===== config.mk =====
export PLATFORM = sky130hd
export DESIGN_NAME = store_fifo
export DESIGN_NICKNAME = d
export VERILOG_FILES = /design/src/rtl/mmio_store_checker_pkg.sv /design/src/rtl/mmio_store_checker_store_fifo.sv
export SDC_FILE = /design/constraint.sdc
export NUM_CORES = 1
export LEC_CHECK = 0
export ABC_AREA = 1
export CELL_PAD_IN_SITES_DETAIL_PLACEMENT = 1
export CELL_PAD_IN_SITES_GLOBAL_PLACEMENT = 2
export CORE_ASPECT_RATIO = 2
export CORE_MARGIN = 8
export CORE_UTILIZATION = 30
export DETAILED_ROUTE_END_ITERATION = 7
export PLACE_DENSITY = 0.77
export SYNTH_ARGS = -nofsm -noshare
export SYNTH_HDL_FRONTEND = slang
export SYNTH_SLANG_ARGS = --single-unit

===== constraint.sdc =====
create_clock -name clk -period 9.3 [get_ports clk]
set_input_delay 1.86 -clock clk [delete_from_list [all_inputs] [get_ports clk]]
set_output_delay 1.86 -clock clk [all_outputs]
set_load 0.1 [all_outputs]

===== src/rtl/mmio_store_checker_pkg.sv =====
// Shared types for the MIPS store checker: verdict states, status word layout and
// the store record carried through the capture FIFO.
package mmio_check_pkg;

  typedef enum logic [1:0] {
    RUN  = 2'd0,
    PASS = 2'd1,
    FAIL = 2'd2
  } check_state_t;

  localparam int unsigned DONE_BIT    = 0;
  localparam int unsigned PASS_BIT    = 1;
  localparam int unsigned TIMEOUT_BIT = 2;
  localparam int unsigned DROP_LSB    = 8;

  typedef struct packed {
    logic [31:0] addr;
    logic [31:0] data;
  } store_rec_t;

  function automatic logic [31:0] status_word(input logic       done,
                                              input logic       pass,
                                              input logic       timeout,
                                              input logic [7:0] drop);
    logic [31:0] w;
    w                = '0;
    w[DONE_BIT]      = done;
    w[PASS_BIT]      = pass;
    w[TIMEOUT_BIT]   = timeout;
    w[DROP_LSB +: 8] = drop;
    return w;
  endfunction

endpackage


===== src/rtl/mmio_store_checker_store_fifo.sv =====
// First-word-fall-through FIFO of store records; head reads zero while empty.
module store_fifo
  import mmio_check_pkg::*;
#(
  parameter int unsigned DEPTH = 4
) (
  input  logic       clk,
  input  logic       reset,
  input  logic       push,
  input  logic       pop,
  input  store_rec_t wr_rec,
  output store_rec_t head,
  output logic       full,
  output logic       empty
);

  localparam int unsigned AW = $clog2(DEPTH);

  store_rec_t      mem [DEPTH];
  logic [AW:0]     wr_ptr;
  logic [AW:0]     rd_ptr;
  logic            push_en;
  logic            pop_en;

  assign empty = (wr_ptr == rd_ptr);
  assign full  = (wr_ptr[AW] != rd_ptr[AW]) && (wr_ptr[AW-1:0] == rd_ptr[AW-1:0]);

  // A pop frees the slot the same edge, so push into a full FIFO succeeds alongside it.
  assign pop_en  = pop && !empty;
  assign push_en = push && (!full || pop_en);

  assign head = empty ? '0 : mem[rd_ptr[AW-1:0]];

  always_ff @(posedge clk) begin
    if (reset) begin
      wr_ptr <= '0;
      rd_ptr <= '0;
    end else begin
      if (push_en) wr_ptr <= wr_ptr + 1'b1;
      if (pop_en)  rd_ptr <= rd_ptr + 1'b1;
    end
  end

  always_ff @(posedge clk) begin
    if (push_en) mem[wr_ptr[AW-1:0]] <= wr_rec;
  end

endmodule


Word-level counts from Yosys, hierarchy flattened

Memory sizes are Yosys's and may differ from the RTL's. A register that Yosys moved wholly into a read port is not among the register bits.
Cells that the tools add are included.

Memories: 1
Logic and storage cells: 19
Input port bits: 68
Output and inout bits: 66
Flip-flop bits (word level): 6
RAM bits: 256

Memories:

| memory | words | bits a word | rd ports | clocked after memory_dff | write ports | line                                | source |
|---|---|---|---|---|---|---|---|
| mem    | 4     | 64          | 1        | 1                        | 1           | mmio_store_checker_store_fifo.sv:19 | `store_rec_t mem [DEPTH];` |

Equal/unequal tests: 3
Mux-type cells: 5
Reductions and logical operators: 6
Add/subtract/negate cells: 2

Operator list:

| kind                                                          | count |
|---|---|
| 64-bit 2-to-1 mux                                             | 1 |
| 3-bit by 1-bit adder with 3-bit output, second input constant | 2 |
| 2-bit 2-to-1 mux                                              | 2 |
| 3-bit equality test                                           | 1 |
| 1-bit logical AND                                             | 3 |
| 2-bit equality test                                           | 1 |
| 1-bit logical NOT                                             | 2 |
| 1-bit 2-to-1 mux                                              | 2 |
| 1-bit logical OR                                              | 1 |
| 1-bit inequality test                                         | 1 |

Logic depth before layout (Yosys ltp)

Word-level depth: 7
Gate-level depth with buffers: 10
Mapped depth without buffers: 10

Worst setup path after synthesis

Ideal clock, no wire load.

Path kind: input -> register
Start: input port pop
End: memory mem[0][0] in the netlist's numbering, enable pin
Arrival: 4.821 ns
Path slack: 3.993 ns
Stages: 4
Data required time: 8.814 ns
Path buffers: 0
Library setup time: 0.486 ns
Cells stage by stage: inv_1 nand4_1 nand2_2 nor2_1

Cells in the longest elaborated chain, start to end: 5

Ends and longest elaborated chain:

| item                                   | line                                | source |
|---|---|---|
| start: declaration                     | mmio_store_checker_store_fifo.sv:10 | `input logic pop,` |
| 1-bit logical AND                      | mmio_store_checker_store_fifo.sv:29 | `assign pop_en = pop && !empty;` |
| 1-bit logical OR                       | mmio_store_checker_store_fifo.sv:30 | `assign push_en = push && (!full \|\| pop_en);` |
| 1-bit logical AND                      | mmio_store_checker_store_fifo.sv:30 |  |
| 1-bit 2-to-1 mux                       | mmio_store_checker_store_fifo.sv:45 | `if (push_en) mem[wr_ptr[AW-1:0]] <= wr_rec;` |
| 1-bit 2-to-1 mux (not written as such) | mmio_store_checker_store_fifo.sv:45 |  |
| end: declaration                       | mmio_store_checker_store_fifo.sv:19 |  |

No other way between the ends.

==> results.md <==
* Outcome: finished clean
* Post-route ant nets at 0
* Arrival time at the worst endpoint at 4210 ps
* Transition time at the pin with the least slew margin at 1070 ps
* Overall die height at 283 um
* Max-cap viol count at 0
* HPWL after detailed placement at 16.3 mm
* Sequential share of the synthesized area at 0.736
* Top area cells in the synthesized netlist: edfxtp_1 72%, nor2_1 7.1%, o32ai_1 3.9%
* Crit Path Category: reg2out
* Warnings, synthesis at 0
* Number of sinks driven by the clock tree at 264
* Core footprint at 0.0351 mm^2
* Pin count of the biggest net entering global routing at 71
* Startpoint of the tightest hold check path: wr_ptr[2]
* Root buffer cell: clkbuf_16
* Cell type with the largest total area after synthesis: edfxtp_1
* Worst stage delay on the critical path at 1130 ps
* Max Clock Freq at 165 MHz
* Boundary Pins at 134
* DRC violation count after routing at 0
* Layout-stage area growth over the synthesis result at 23.4%
* Shortest period the worst path allows at 6070 ps
* Synth unique cells at 21
* Util after Layout at 0.375
* Number of rows created at floorplan at 97
* CTS tree: yes
* Final count of hold timing violations at 0
* Maximum ir drop on the vdd rail at 0.156 mV
* Total Negative Setup Slacks at 0 ps
* Post-synth top cells: 256 x edfxtp_1, 202 x nor2_1, 78 x inv_1, 78 x nand2_1, 65 x o21ai_0
* Overall fraction of global-route tracks in use at 0.126
* Crit-path max FO at 66
* Ratio of cells with drive above 1 in the final layout at 0.0660
* H-tree levels at 1
* Worst slew slack as a fraction of its limit at 0.288
* Prevailing post-synth register cell: edfxtp_1
* Wire length of the first global-routing pass at 41.1 mm
* DRC violation total after the first TritonRoute iteration at 239
* Critical Path RT at 7440 ps
* Die span in x at 149 um
* Leakage dissipation at 4.73 nW
* Type of element capturing the critical path: primary output
* Number of hold-repair buffers added at the cts stage at 0
* Critical Path Slowest Stage Cell: clkdlybuf4s50_1
* Post-synthesis instance area at 0.0107 mm^2
* Origin of the critical flop-to-flop path: wr_ptr[1]
* Final number of max-transition violations at 0
* Count of mapped cells out of synthesis at 820
* Number of iterations in the first detailed-routing pass at 6
* Routed length per placed instance at 19.0 um
* Total grt overflow at 0
* TritonCTS Buffers at 24
* Floorplan die area at 0.0422 mm^2
* Clock Pin Slew Worst Setup and Hold Paths at 60 ps
* Max Buffers Root-to-Sink at 3
* Buffers inserted by post-CTS timing repair at 0
* Total nets after synthesis at 893
* Setup repair after global routing missed its margin: false
* Detailed-route via count at 6721
* Post-synth top area share at 0.721
* Critical-path cell list: inv_4, buf_4, nor2_1, o32ai_1, nand2_1, inv_1, clkdlybuf4s50_1
* Synthesis-stage register bit count at 264
* Wire length reported by the detailed router at 26.7 mm
* Power density cells at 283 mW/mm^2
* Min-delay worst type: reg2reg
* Setup-violating endpoint count in the final report at 0
* Total Nets Final at 1010
* Skew-Pair Late Insertion Delay at 520 ps
* Buf+Inv Stages, Crit Path at 4
* Via count of the first global-routing pass at 7404
* PostCTS Resize Cnt at 0
* Startpoint Class: flop
* Routed vias/inst at 4.79
* EDFF count, synth at 256
* Starting density of the core at 0.304
* Initial antenna violation count at 4
* Port buffer count at 133
* Layout Skew at 14.3 ps
* Mean Syn Cell Area at 13.0 um^2
* Most repeated cell in the gate-level netlist after synthesis: edfxtp_1
* Final worst path period share at 0.653
* Share of flip-flops with an asynchronous set or reset after synthesis at 0
* Routability congestion estimate from global placement at 0.715
* Gate family responsible for the most delay along the worst path: buffers and inverters
[area by class of cell]
class                   count  area, um^2
well taps                 445         557
flip-flops and latches    264        7860
multi-input cells         428        2250
clock inverters            14         169
fillers                  3685       21900
inverters                  79         299
repair buffers            140        1380
diodes                      4        10.0
clock buffers              29         641
[placed cells by master, fill, tap and decap left out]
cell / n
inv_4: 1
buf_4: 7
clkbuf_16: 25
clkbuf_1: 4
nand4_1: 1
inv_1: 78
nand2_1: 78
o32ai_2: 16
xnor2_1: 1
xor2_1: 2
clkdlybuf4s50_1: 133
nor2_1: 198
o32ai_1: 48
diode_2: 4
a21oi_1: 4
ha_1: 5
o21ai_0: 65
dfxtp_1: 6
clkinv_1: 8
bufinv_16: 4
nand3_4: 1
edfxtp_1: 256
nand3_1: 4
clkinvlp_4: 1
inv_8: 1
nor2_4: 4
dfxtp_4: 2
nand2_2: 1
[power breakdown]
group	internal [W]	switching, W
registers	0.00136	0.0000413
logic	0.000298	0.00101
clock network	0.000601	0.000416
total	0.00226	0.00147
[final timing paths]
check | end | slack, ps | depth (start not counted)
max | head[57] | 3230 | 7
min reg2reg | wr_ptr[2] | 520 | 2
min | wr_ptr[2] | 520 | 2
max reg2reg | mem[2][26] | 6610 | 7
[worst register-to-register path, stage by stage (launching register included)]
cell,delay (ps)
dfxtp_1,400
inv_1,100
nand2_1,70
nand2_1,110
nand4_1,220
nand2_2,220
nor2_4,310
buf_4,790
[through the flow]
step                hold WS (ps)  setup WS (ps)  power (W)  area (um^2)  cells
finish                       518           3230    0.00372        13200   1403
global route                 566           2930    0.00387        13200   1402
CTS                          517           3100    0.00378        13200   1399
detailed placement           510           3670    0.00276        12300   1356
global placement             502           3710    0.00275        12300   1356
floorplan                    470           3990    0.00243        10700    820
[sequential cells by signal, indices dropped and copies added, names as in the netlist, named ones only]
register and flops:
rd_ptr 3, mem 256, wr_ptr 3
[cell families (layout without fill, tap and decap cells)]
| kind of cell | count (synthesis) | after routing | share of synthesized area |
|---|---|---|---|
| AOI/OAI and AO/OA | 133 | 133 | 0.0962 |
| xor gates and xnor gates | 3 | 3 | 0.00246 |
| adders and majority gates | 5 | 5 | 0.00587 |
| buffers and inverters | 128 | 262 | 0.0576 |
| DFF | 264 | 264 | 0.736 |
| other | 0 | 4 | 0 |
| and+or+nand+nor | 287 | 287 | 0.102 |
[per-layer routing]
metal,GRT usage,share of wire,vias to the layer above
met1,0.124,0.36,3427
met4,0.0557,0.029,0
met5,0,0,-
met2,0.250,0.58,120
met3,0.0195,0.036,42
li1,-,-,3132
Note: power is estimated with default switching activity, not from simulation.
